--- src/rtl/clock_pkg.sv ---
// Shared types for the clock/time counter: FSM mode encoding and BCD digit.
package clock_pkg;

   typedef enum logic [1:0] {
      RUN      = 2'd0,
      SET_HOUR = 2'd1,
      SET_MIN  = 2'd2
   } mode_t;

   typedef logic [3:0] bcd_t;

endpackage

--- src/rtl/clock_time_counter_if.sv ---
// Key inputs and display outputs of the clock; slave = clock core, master = keypad/display side.
interface clock_time_counter_if;
   import clock_pkg::*;

   logic       key_mode;
   logic       key_inc;
   bcd_t       digit3;
   bcd_t       digit2;
   bcd_t       digit1;
   bcd_t       digit0;
   logic [3:0] digit_en;
   logic [3:0] dot_en;
   logic       sec_tick;

   modport slave (
      input  key_mode, key_inc,
      output digit3, digit2, digit1, digit0, digit_en, dot_en, sec_tick
   );

   modport master (
      output key_mode, key_inc,
      input  digit3, digit2, digit1, digit0, digit_en, dot_en, sec_tick
   );

endinterface

--- src/rtl/bcd_mod_counter.sv ---
// Two-digit BCD counter wrapping at MOD-1 -> 00; carry flags the wrapping increment.
module bcd_mod_counter
   import clock_pkg::*;
#(
   parameter int MOD = 60
) (
   input  logic clk,
   input  logic rst_n,
   input  logic inc,
   input  logic clr,
   output bcd_t tens,
   output bcd_t units,
   output logic carry
);
   localparam bcd_t MAX_T = bcd_t'((MOD - 1) / 10);
   localparam bcd_t MAX_U = bcd_t'((MOD - 1) % 10);

   bcd_t tens_q, tens_d;
   bcd_t units_q, units_d;

   always_comb begin
      tens_d  = tens_q;
      units_d = units_q;
      carry   = inc && (tens_q == MAX_T) && (units_q == MAX_U);
      if (clr) begin
         tens_d  = '0;
         units_d = '0;
      end else if (inc) begin
         if (carry) begin
            tens_d  = '0;
            units_d = '0;
         end else if (units_q == 4'd9) begin
            tens_d  = tens_q + 4'd1;
            units_d = '0;
         end else begin
            units_d = units_q + 4'd1;
         end
      end
   end

   always_ff @(posedge clk) begin
      if (!rst_n) begin
         tens_q  <= '0;
         units_q <= '0;
      end else begin
         tens_q  <= tens_d;
         units_q <= units_d;
      end
   end

   assign tens  = tens_q;
   assign units = units_q;

endmodule

--- src/rtl/clock_time_counter.sv ---
// HH:MM clock with second prescaler, two-key set mode and registered display drive.
module clock_time_counter
   import clock_pkg::*;
#(
   parameter int CLK_HZ = 50_000_000
) (
   input  logic                 clk,
   input  logic                 rst_n,
   clock_time_counter_if.slave  bus
);
   localparam int              PW   = (CLK_HZ > 2) ? $clog2(CLK_HZ) : 1;
   localparam logic [PW-1:0]   LAST = PW'(CLK_HZ - 1);
   localparam logic [PW-1:0]   HALF = PW'(CLK_HZ / 2);

   logic [PW-1:0] presc_q, presc_d;
   mode_t         state_q, state_d;

   logic km_s1_q, km_s1_d, km_s2_q, km_s2_d, km_prev_q, km_prev_d;
   logic ki_s1_q, ki_s1_d, ki_s2_q, ki_s2_d, ki_prev_q, ki_prev_d;

   bcd_t       digit3_q, digit3_d, digit2_q, digit2_d;
   bcd_t       digit1_q, digit1_d, digit0_q, digit0_d;
   logic [3:0] digit_en_q, digit_en_d;
   logic [3:0] dot_en_q, dot_en_d;
   logic       sec_tick_q, sec_tick_d;

   logic mode_pulse, inc_pulse, tick, half_phase, run, exit_set;
   logic sec_inc, min_inc, hr_inc;
   logic sec_carry, min_carry, hr_carry;
   bcd_t sec_tens, sec_units, min_tens, min_units, hr_tens, hr_units;
   logic sec_unused;

   assign mode_pulse = km_s2_q & ~km_prev_q;
   assign inc_pulse  = ki_s2_q & ~ki_prev_q;
   assign tick       = (presc_q == LAST);
   assign half_phase = (presc_q < HALF);
   assign run        = (state_q == RUN);
   assign exit_set   = mode_pulse && (state_q == SET_MIN);

   // Carries only ripple while running, so a set-mode wrap never touches the next field.
   assign sec_inc = run && tick;
   assign min_inc = (run && sec_carry) || ((state_q == SET_MIN) && inc_pulse && !mode_pulse);
   assign hr_inc  = (run && min_carry) || ((state_q == SET_HOUR) && inc_pulse && !mode_pulse);

   bcd_mod_counter #(.MOD(60)) u_sec (
      .clk(clk), .rst_n(rst_n), .inc(sec_inc), .clr(exit_set),
      .tens(sec_tens), .units(sec_units), .carry(sec_carry)
   );
   bcd_mod_counter #(.MOD(60)) u_min (
      .clk(clk), .rst_n(rst_n), .inc(min_inc), .clr(1'b0),
      .tens(min_tens), .units(min_units), .carry(min_carry)
   );
   bcd_mod_counter #(.MOD(24)) u_hr (
      .clk(clk), .rst_n(rst_n), .inc(hr_inc), .clr(1'b0),
      .tens(hr_tens), .units(hr_units), .carry(hr_carry)
   );

   assign sec_unused = ^{sec_tens, sec_units, hr_carry};

   always_comb begin
      km_s1_d   = bus.key_mode;
      km_s2_d   = km_s1_q;
      km_prev_d = km_s2_q;
      ki_s1_d   = bus.key_inc;
      ki_s2_d   = ki_s1_q;
      ki_prev_d = ki_s2_q;

      state_d = state_q;
      if (mode_pulse) begin
         case (state_q)
            RUN:      state_d = SET_HOUR;
            SET_HOUR: state_d = SET_MIN;
            SET_MIN:  state_d = RUN;
            default:  state_d = RUN;
         endcase
      end

      presc_d = (tick || exit_set) ? '0 : presc_q + PW'(1);
   end

   // Display drive; sec_tick is aligned with the prescaler's last count.
   always_comb begin
      digit3_d   = hr_tens;
      digit2_d   = hr_units;
      digit1_d   = min_tens;
      digit0_d   = min_units;
      sec_tick_d = (presc_d == LAST);
      digit_en_d = 4'b1111;
      dot_en_d   = 4'b0000;
      case (state_q)
         RUN: begin
            digit_en_d = {(hr_tens != 4'd0), 3'b111};
            dot_en_d   = {1'b0, half_phase, 2'b00};
         end
         SET_HOUR: digit_en_d = {half_phase, half_phase, 2'b11};
         SET_MIN:  digit_en_d = {2'b11, half_phase, half_phase};
         default:  digit_en_d = 4'b1111;
      endcase
   end

   always_ff @(posedge clk) begin
      if (!rst_n) begin
         presc_q    <= '0;
         state_q    <= RUN;
         km_s1_q    <= 1'b0;
         km_s2_q    <= 1'b0;
         km_prev_q  <= 1'b0;
         ki_s1_q    <= 1'b0;
         ki_s2_q    <= 1'b0;
         ki_prev_q  <= 1'b0;
         digit3_q   <= '0;
         digit2_q   <= '0;
         digit1_q   <= '0;
         digit0_q   <= '0;
         digit_en_q <= 4'b0111;
         dot_en_q   <= 4'b0000;
         sec_tick_q <= 1'b0;
      end else begin
         presc_q    <= presc_d;
         state_q    <= state_d;
         km_s1_q    <= km_s1_d;
         km_s2_q    <= km_s2_d;
         km_prev_q  <= km_prev_d;
         ki_s1_q    <= ki_s1_d;
         ki_s2_q    <= ki_s2_d;
         ki_prev_q  <= ki_prev_d;
         digit3_q   <= digit3_d;
         digit2_q   <= digit2_d;
         digit1_q   <= digit1_d;
         digit0_q   <= digit0_d;
         digit_en_q <= digit_en_d;
         dot_en_q   <= dot_en_d;
         sec_tick_q <= sec_tick_d;
      end
   end

   assign bus.digit3   = digit3_q;
   assign bus.digit2   = digit2_q;
   assign bus.digit1   = digit1_q;
   assign bus.digit0   = digit0_q;
   assign bus.digit_en = digit_en_q;
   assign bus.dot_en   = dot_en_q;
   assign bus.sec_tick = sec_tick_q;

endmodule

--- src/flat_wrapper.sv ---
// flat-port wrapper written by rule: the top's interface ports become plain ports
module clock_time_counter_flat import clock_pkg::*;
#(
   parameter int CLK_HZ = 50_000_000
)
  (clk, rst_n, bus_key_mode, bus_key_inc, bus_digit3, bus_digit2, bus_digit1, bus_digit0, bus_digit_en, bus_dot_en, bus_sec_tick);
  clock_time_counter_if bus_i ();
  input  logic clk;
  input  logic rst_n;
  input wire logic [$bits(bus_i.key_mode)-1:0] bus_key_mode;
  input wire logic [$bits(bus_i.key_inc)-1:0] bus_key_inc;
  output wire logic [$bits(bus_i.digit3)-1:0] bus_digit3;
  output wire logic [$bits(bus_i.digit2)-1:0] bus_digit2;
  output wire logic [$bits(bus_i.digit1)-1:0] bus_digit1;
  output wire logic [$bits(bus_i.digit0)-1:0] bus_digit0;
  output wire logic [$bits(bus_i.digit_en)-1:0] bus_digit_en;
  output wire logic [$bits(bus_i.dot_en)-1:0] bus_dot_en;
  output wire logic [$bits(bus_i.sec_tick)-1:0] bus_sec_tick;
  assign bus_i.key_mode = bus_key_mode;
  assign bus_i.key_inc = bus_key_inc;
  assign bus_digit3 = bus_i.digit3;
  assign bus_digit2 = bus_i.digit2;
  assign bus_digit1 = bus_i.digit1;
  assign bus_digit0 = bus_i.digit0;
  assign bus_digit_en = bus_i.digit_en;
  assign bus_dot_en = bus_i.dot_en;
  assign bus_sec_tick = bus_i.sec_tick;
  clock_time_counter #(.CLK_HZ(CLK_HZ)) u_core (.clk(clk), .rst_n(rst_n), .bus(bus_i));
endmodule
--- config.mk ---
export PLATFORM = sky130hd
export DESIGN_NAME = clock_time_counter_flat
export DESIGN_NICKNAME = d
export VERILOG_FILES = /design/src/rtl/clock_pkg.sv /design/src/rtl/clock_time_counter_if.sv /design/src/rtl/bcd_mod_counter.sv /design/src/rtl/clock_time_counter.sv /design/src/flat_wrapper.sv
export SDC_FILE = /design/constraint.sdc
export NUM_CORES = 1
export LEC_CHECK = 0
export CAP_MARGIN = 40
export CORE_MARGIN = 10
export CORE_UTILIZATION = 50
export DETAILED_ROUTE_END_ITERATION = 7
export HOLD_SLACK_MARGIN = 0.05
export PLACE_DENSITY = 0.7
export SLEW_MARGIN = 10
export SYNTH_ARGS = -nofsm -noshare
export SYNTH_HDL_FRONTEND = slang
export SYNTH_SLANG_ARGS = --single-unit
--- constraint.sdc ---
create_clock -name clk -period 7.4 [get_ports clk]
set_input_delay 0.74 -clock clk [delete_from_list [all_inputs] [get_ports clk]]
set_output_delay 0.74 -clock clk [all_outputs]
set_load 0.02 [all_outputs]
* After elaboration in Yosys (flattened, before gate mapping)
Cells that the tools add are included.
** Operators by class
- Equal/unequal tests :: 11
- Bitwise gates (word level) :: 5
- Multiplexer cells :: 15
- $add $sub $neg :: 7
- Magnitude comparators :: 1
- Reduce and logical (&&, ||, !) cells :: 28
** Operators by type and width (number)
- $eq A26 B26 Y1 const B :: 2
- $mux W4 :: 12
- $add A26 B1 Y26 const B :: 1
- $lt A26 B25 Y1 const B :: 1
- $mux W26 :: 1
- $add A4 B1 Y4 const B :: 6
- $logic_and A1 B1 Y1 :: 14
- $eq A4 B4 Y1 const B :: 3
- $pmux W4 S3 :: 1
- $eq A4 B2 Y1 const B :: 2
- $eq A4 B3 Y1 const B :: 2
- $reduce_and A2 Y1 :: 4
- $reduce_bool A2 Y1 :: 3
- $pmux W2 S2 :: 1
- $reduce_bool A4 Y1 :: 1
- $logic_or A1 B1 Y1 :: 3
- $not A1 Y1 :: 3
- $and A1 B1 Y1 :: 2
- $eq A2 B1 Y1 const B :: 1
- $eq A2 B2 Y1 const B :: 1
- $logic_not A2 Y1 :: 1
- $reduce_or A2 Y1 :: 1
- $logic_not A1 Y1 :: 1
** Storage, ports and cells
- Logic and storage cells :: 89
- Bits in registers :: 83
- Input port bits :: 4
- Output and inout port bits :: 25

* Depth between registers and ports, before layout
- Word-level depth :: 14
- Gate-level depth with buffers :: 8
- Depth with buffers taken out :: 8

* Cells and area by module
Synthesis repeated with hierarchy kept, for this count alone.
** Unflattened totals
- Cells, all modules :: 405
- Area total of the unflattened synthesis :: 3716.1 um^2
** Modules (own cells, without submodules)
- clock_time_counter :: times used 1, seq. area each 1101.1 um^2, area each 2371.0 um^2, cells each 261
- bcd_mod_counter (u_core.u_min ...) :: times used 2, seq. area each 160.2 um^2, area each 424.2 um^2, cells each 46
- bcd_mod_counter (u_core.u_hr) :: times used 1, seq. area each 160.2 um^2, area each 496.7 um^2, cells each 52

* Worst setup path after synthesis
OpenSTA, ideal clock, no wires.
- Path type :: reg-to-reg
- Start :: register u_core.presc_q[0]
- End :: register u_core.u_hr.tens_q[3] (netlist: u_core.u_hr.tens[3])
- Slack :: 4804 ps
- Buffers on the path :: 1
- Setup time :: 121 ps
- Clock period less this slack :: 2596 ps
- Cell stages (with the launch flop) :: 9
- Data required time :: 7279 ps
- Arrival time :: 2475 ps
- Cell sequence :: dfxtp_1 ha_1 buf_4 or4bb_1 nor4_4 nand3_1 o2bb2ai_1 and4_1 mux2_2
** On the way
- Cells in the longest elaborated chain, start to end :: 14
- Elaborated cells between the ends (all ways) :: 15
- Those cells by class :: eq/ne: 1; mux: 1; reduce/logical: 13
** Ends and longest elaborated chain
- from (decl) :: RTL line clock_time_counter.sv:15 : logic [PW-1:0] presc_q, presc_d;
- from (signal assigned) :: RTL line clock_time_counter.sv:119 : presc_q <= presc_d;
- $eq A26 B26 Y1 * :: RTL line clock_time_counter.sv:35 : assign tick = (presc_q == LAST);
- $logic_and A1 B1 Y1 * :: RTL line clock_time_counter.sv:41 : assign sec_inc = run && tick;
- $logic_and A1 B1 Y1 * (2 in series) :: RTL line bcd_mod_counter.sv:24 : carry = inc && (tens_q == MAX_T) && (units_q == MAX_U);
- $logic_and A1 B1 Y1 * :: RTL line clock_time_counter.sv:42 : assign min_inc = (run && sec_carry) || ((state_q == SET_MIN) && inc_pulse && !mode_pulse);
- $logic_or A1 B1 Y1 * :: RTL line clock_time_counter.sv:42
- $logic_and A1 B1 Y1 * (2 in series) :: RTL line bcd_mod_counter.sv:24
- $logic_and A1 B1 Y1 * :: RTL line clock_time_counter.sv:43 : assign hr_inc = (run && min_carry) || ((state_q == SET_HOUR) && inc_pulse && !mode_pulse);
- $logic_or A1 B1 Y1 * :: RTL line clock_time_counter.sv:43
- $logic_and A1 B1 Y1 (2 in series) :: RTL line bcd_mod_counter.sv:24
- $reduce_bool A2 Y1 (no source line)
- $reduce_and A2 Y1 (no source line)
- to (signal assigned) :: RTL line bcd_mod_counter.sv:46 : tens_q <= tens_d;
- to (decl) :: RTL line bcd_mod_counter.sv:18 : bcd_t tens_q, tens_d;
Every way passes the cells marked *; elsewhere a longest branch is shown, timed or not.
A chain may end at the register's enable or synchronous reset.

==> impl_metrics.py <==
metrics = {
    "grt": {
        "grtUsageMet1_pct": 19.7,
        "gr-usage-met2_pct": 20.6,
        "grt_pass1_wl_um": 13500,
        "grt-busiest-layer": "met2",
        "grt_max_degree": 27,
        "grt_overflow": 0,
        "track_usage_pct": 14.3,
        "antenna_found_initial": 0,
        "grt_use_met3_pct": 3.44,
        "grt_pass1_vias": 2766,
    },
    "cells_and_area": {
        "antenna_cells": 0,
        "stdcell_area_um2": 4250,
        "drive_gt1_share_pct": 7.31,
        "nFillCells": 635,
        "register_area_um2": 1580,
        "multi_input_area_um2": 1980,
        "nNetsFinal": 451,
        "area.growth.synth_to_final_pct": 14.7,
        "final_cells": 537,
    },
    "clock_network": {
        "cts_max_level": 3,
        "numCtsBuffers": 9,
        "insertion_delay_ns": 0.35,
        "cts_resized": 0,
        "postCtsSetupRepairBufs": 0,
        "cts.sinks": 79,
        "cts_root_buffer": "clkbuf_8",
        "holdBufCountCts": 0,
        "clkTransAtPathRegs_ns": 0.08,
        "cts_buffer_depth": 2,
        "cts_tree": "built",
    },
    "floorplanning": {
        "rows": 31,
        "fp.dieW_um": 106,
        "coreArea_um2": 7210,
        "die_h_um": 106,
        "io-pin-count": 29,
        "start_util_pct": 51.3,
        "dieArea_um2": 11200,
    },
    "drt": {
        "vias": 2957,
        "drt-total-wl_um": 7900,
        "avgRoutedWirePerCell_um": 14.7,
        "drc": 0,
        "ant_nets": 0,
        "via_per_inst": 5.51,
        "dr.first_iter.drc_count": 187,
        "first_pass_iters": 5,
    },
    "synthesis": {
        "ys.flop_type": "dfxtp_1",
        "yosysSeqAreaShare_pct": 42.7,
        "synth-edff-count": 0,
        "synth-seq-cells": 79,
        "netlist_area_um2": 3700,
        "yosys_warnings": 0,
        "synthCells": 411,
        "postSynthAreaPerCell_um2": 9.01,
        "ys_async_sr_fraction_pct": 0,
        "ys_types": 62,
    },
    "min_path": {
        "hp-class": "reg2reg",
        "min-delay-start": "u_core.km_s1_q$_SDFF_PN0_",
        "hold_path_depth": 1,
        "holdPathEnd": "u_core.km_prev_d$_SDFF_PN0_",
    },
    "critical_path": {
        "crit_path_end_kind": "register",
        "path_max_fanout": 26,
        "crit_type": "in2reg",
        "r2r_cells": 7,
        "critPathRequiredTime_ns": 7.66,
        "rrSetupSlack_ns": 4.24,
        "reg2reg_from": "u_core.presc_q[0]$_SDFF_PN0_",
        "timing.rr.end": "u_core.u_hr.tens[3]$_SDFFE_PN0P_",
        "critPathArrivalTime_ns": 3.96,
        "cp-startpoint": "rst_n",
        "crit_path_start_kind": "primary input",
    },
    "place": {
        "dp_hpwl_um": 5660,
        "place_congestion": 0.863,
        "place_area_um2": 4000,
        "dp.cells": 521,
        "port_buffers": 25,
    },
    "sta": {
        "fin_crit_sh_pct": 50.0,
        "tightest_slew_ns": 0.923,
        "report.final.setup_viol": 0,
        "rsz0062_at_grt": "false",
        "hold_slack_ns": 0.445,
        "fmax_mhz": 270,
        "hold_violations": 0,
        "slew_violations": 0,
        "fin_tns_setup_ns": 0,
        "maxSlewHeadroom_pct": 37.9,
        "min_period_ns": 3.70,
        "finClkSkew_ns": 0.0135,
    },
    "job": {
        "max_cap_viol_count": 0,
    },
    "power_and_ir_drop": {
        "vdd_drop_max_v": 0.000144,
        "p_per_area_nw_per_um2": 198,
        "p_leak_uw": 0.00152,
    },
    "run_status": {
        "status": "finished clean",
    },
}
report_power, final:
part	total, µW	leakage, µW	switching [µW]	internal [µW]
clock	387	0.000122	154	232
combinational	22.8	0.000762	15.5	7.34
sequential	432	0.000638	3.62	429
registers in the layout, summed over array words and instances (netlist names):
signal / cells
u_core.km_prev_d: 1
u_core.bus.digit2: 4
u_core.ki_prev_q: 1
u_core.bus.digit3: 4
u_core.bus.digit_en: 3
u_core.u_sec.tens: 4
u_core.bus.digit0: 4
u_core.km_prev_q: 1
u_core.u_hr.units: 4
u_core.u_sec.units: 4
u_core.state_q: 2
u_core.bus.dot_en: 1
u_core.bus.digit1: 4
u_core.bus.sec_tick: 1
u_core.ki_prev_d: 1
u_core.presc_q: 26
u_core.u_min.units: 4
u_core.ki_s1_q: 1
u_core.u_min.tens: 4
u_core.km_s1_q: 1
u_core.u_hr.tens: 4
layout by cell type, fill, tap and decap left out, types with 6 or more instances in the layout:
master,netlist,routed
ha_1,14,14
xor2_1,18,18
xnor2_1,8,8
a21oi_1,14,14
and2_1,17,17
nor3_1,10,10
clkbuf_8,0,10
nor2_1,58,58
nand4_1,9,9
nor2b_1,6,6
dfxtp_1,79,79
nand3_1,20,20
nand3b_1,6,6
o21ai_0,10,10
inv_1,15,15
nand4b_1,6,6
clkdlybuf4s50_1,0,25
nand2_1,26,26
and3_1,7,7
how the worst max path moves through the flow:
stage | endpoint | cells after the start | slack [ns]
final | u_core.bus.sec_tick$_SDFF_PN0_ | 7 | 3.70
after global routing | u_core.bus.sec_tick$_SDFF_PN0_ | 7 | 3.36
after floorplan | u_core.u_hr.tens[3]$_SDFFE_PN0P_ | 8 | 4.80
after global placement | u_core.bus.sec_tick$_SDFF_PN0_ | 7 | 3.56
after detailed placement | u_core.bus.sec_tick$_SDFF_PN0_ | 7 | 3.33
after CTS | u_core.bus.sec_tick$_SDFF_PN0_ | 7 | 3.68
cell type report:
type,count,share of cell area [%]
multi-input combinational,302,46.7
sequential,79,37.3
timing repair buffer,25,5.89
clock buffer,10,3.24
tap,99,2.92
clock inverter,6,2.53
inverter,16,1.41
kinds of logic after synthesis:
kind of cell / count (synthesis) / synth area share [%]
other: 1 / 0.101
multiplexers: 7 / 1.96
XOR/XNOR: 26 / 6.15
flip-flops: 79 / 42.7
AND/OR/NAND/NOR: 200 / 30.5
adder cells (fa/ha/maj): 14 / 4.73
AO/OA/AOI/OAI: 52 / 9.94
buffers and inverters: 32 / 3.89
metal layers:
metal / vias up / share of wire [%]
li1: 1494 / -
met1: 1374 / 50
met2: 78 / 43
met3: 11 / 5.6
met4: 0 / 1.6
met5: - / 0
through the flow:
stage	power, µW	worst slack, ns	utilization, %
after floorplan	459	4.80	-
after global placement	464	3.56	55.4
after detailed placement	465	3.33	55.4
after CTS	849	3.68	58.8
after global routing	868	3.36	58.8
final	842	3.70	58.8
Yosys cell counts, drive strengths merged, types with 6 or more instances:
cell type / instances / area, µm²
nand3: 21 / 110
ha: 14 / 175
and2: 17 / 106
nand4b: 6 / 52.6
nor4: 8 / 86.3
or4: 6 / 48.8
nand2: 26 / 97.6
a21oi: 14 / 70.1
xnor2: 8 / 70.1
and3: 7 / 43.8
nor3: 10 / 50.1
o21ai: 10 / 50.1
nand3b: 6 / 45.0
dfxtp: 79 / 1580
clkbuf: 8 / 31.3
nor2: 58 / 218
inv: 15 / 56.3
nand4: 11 / 90.1
nor2b: 6 / 37.5
buf: 8 / 52.6
xor2: 18 / 158
worst max-delay path, stage by stage:
cell and delay, ns:
clkdlybuf4s50_1 0.92, clkinv_1 0.79, nor2_1 0.57, o21ai_0 0.22, a2111oi_2 0.34, o2111ai_1 0.21
nor4_2 0.17
No activity file was read; power rests on OpenSTA's default activity.
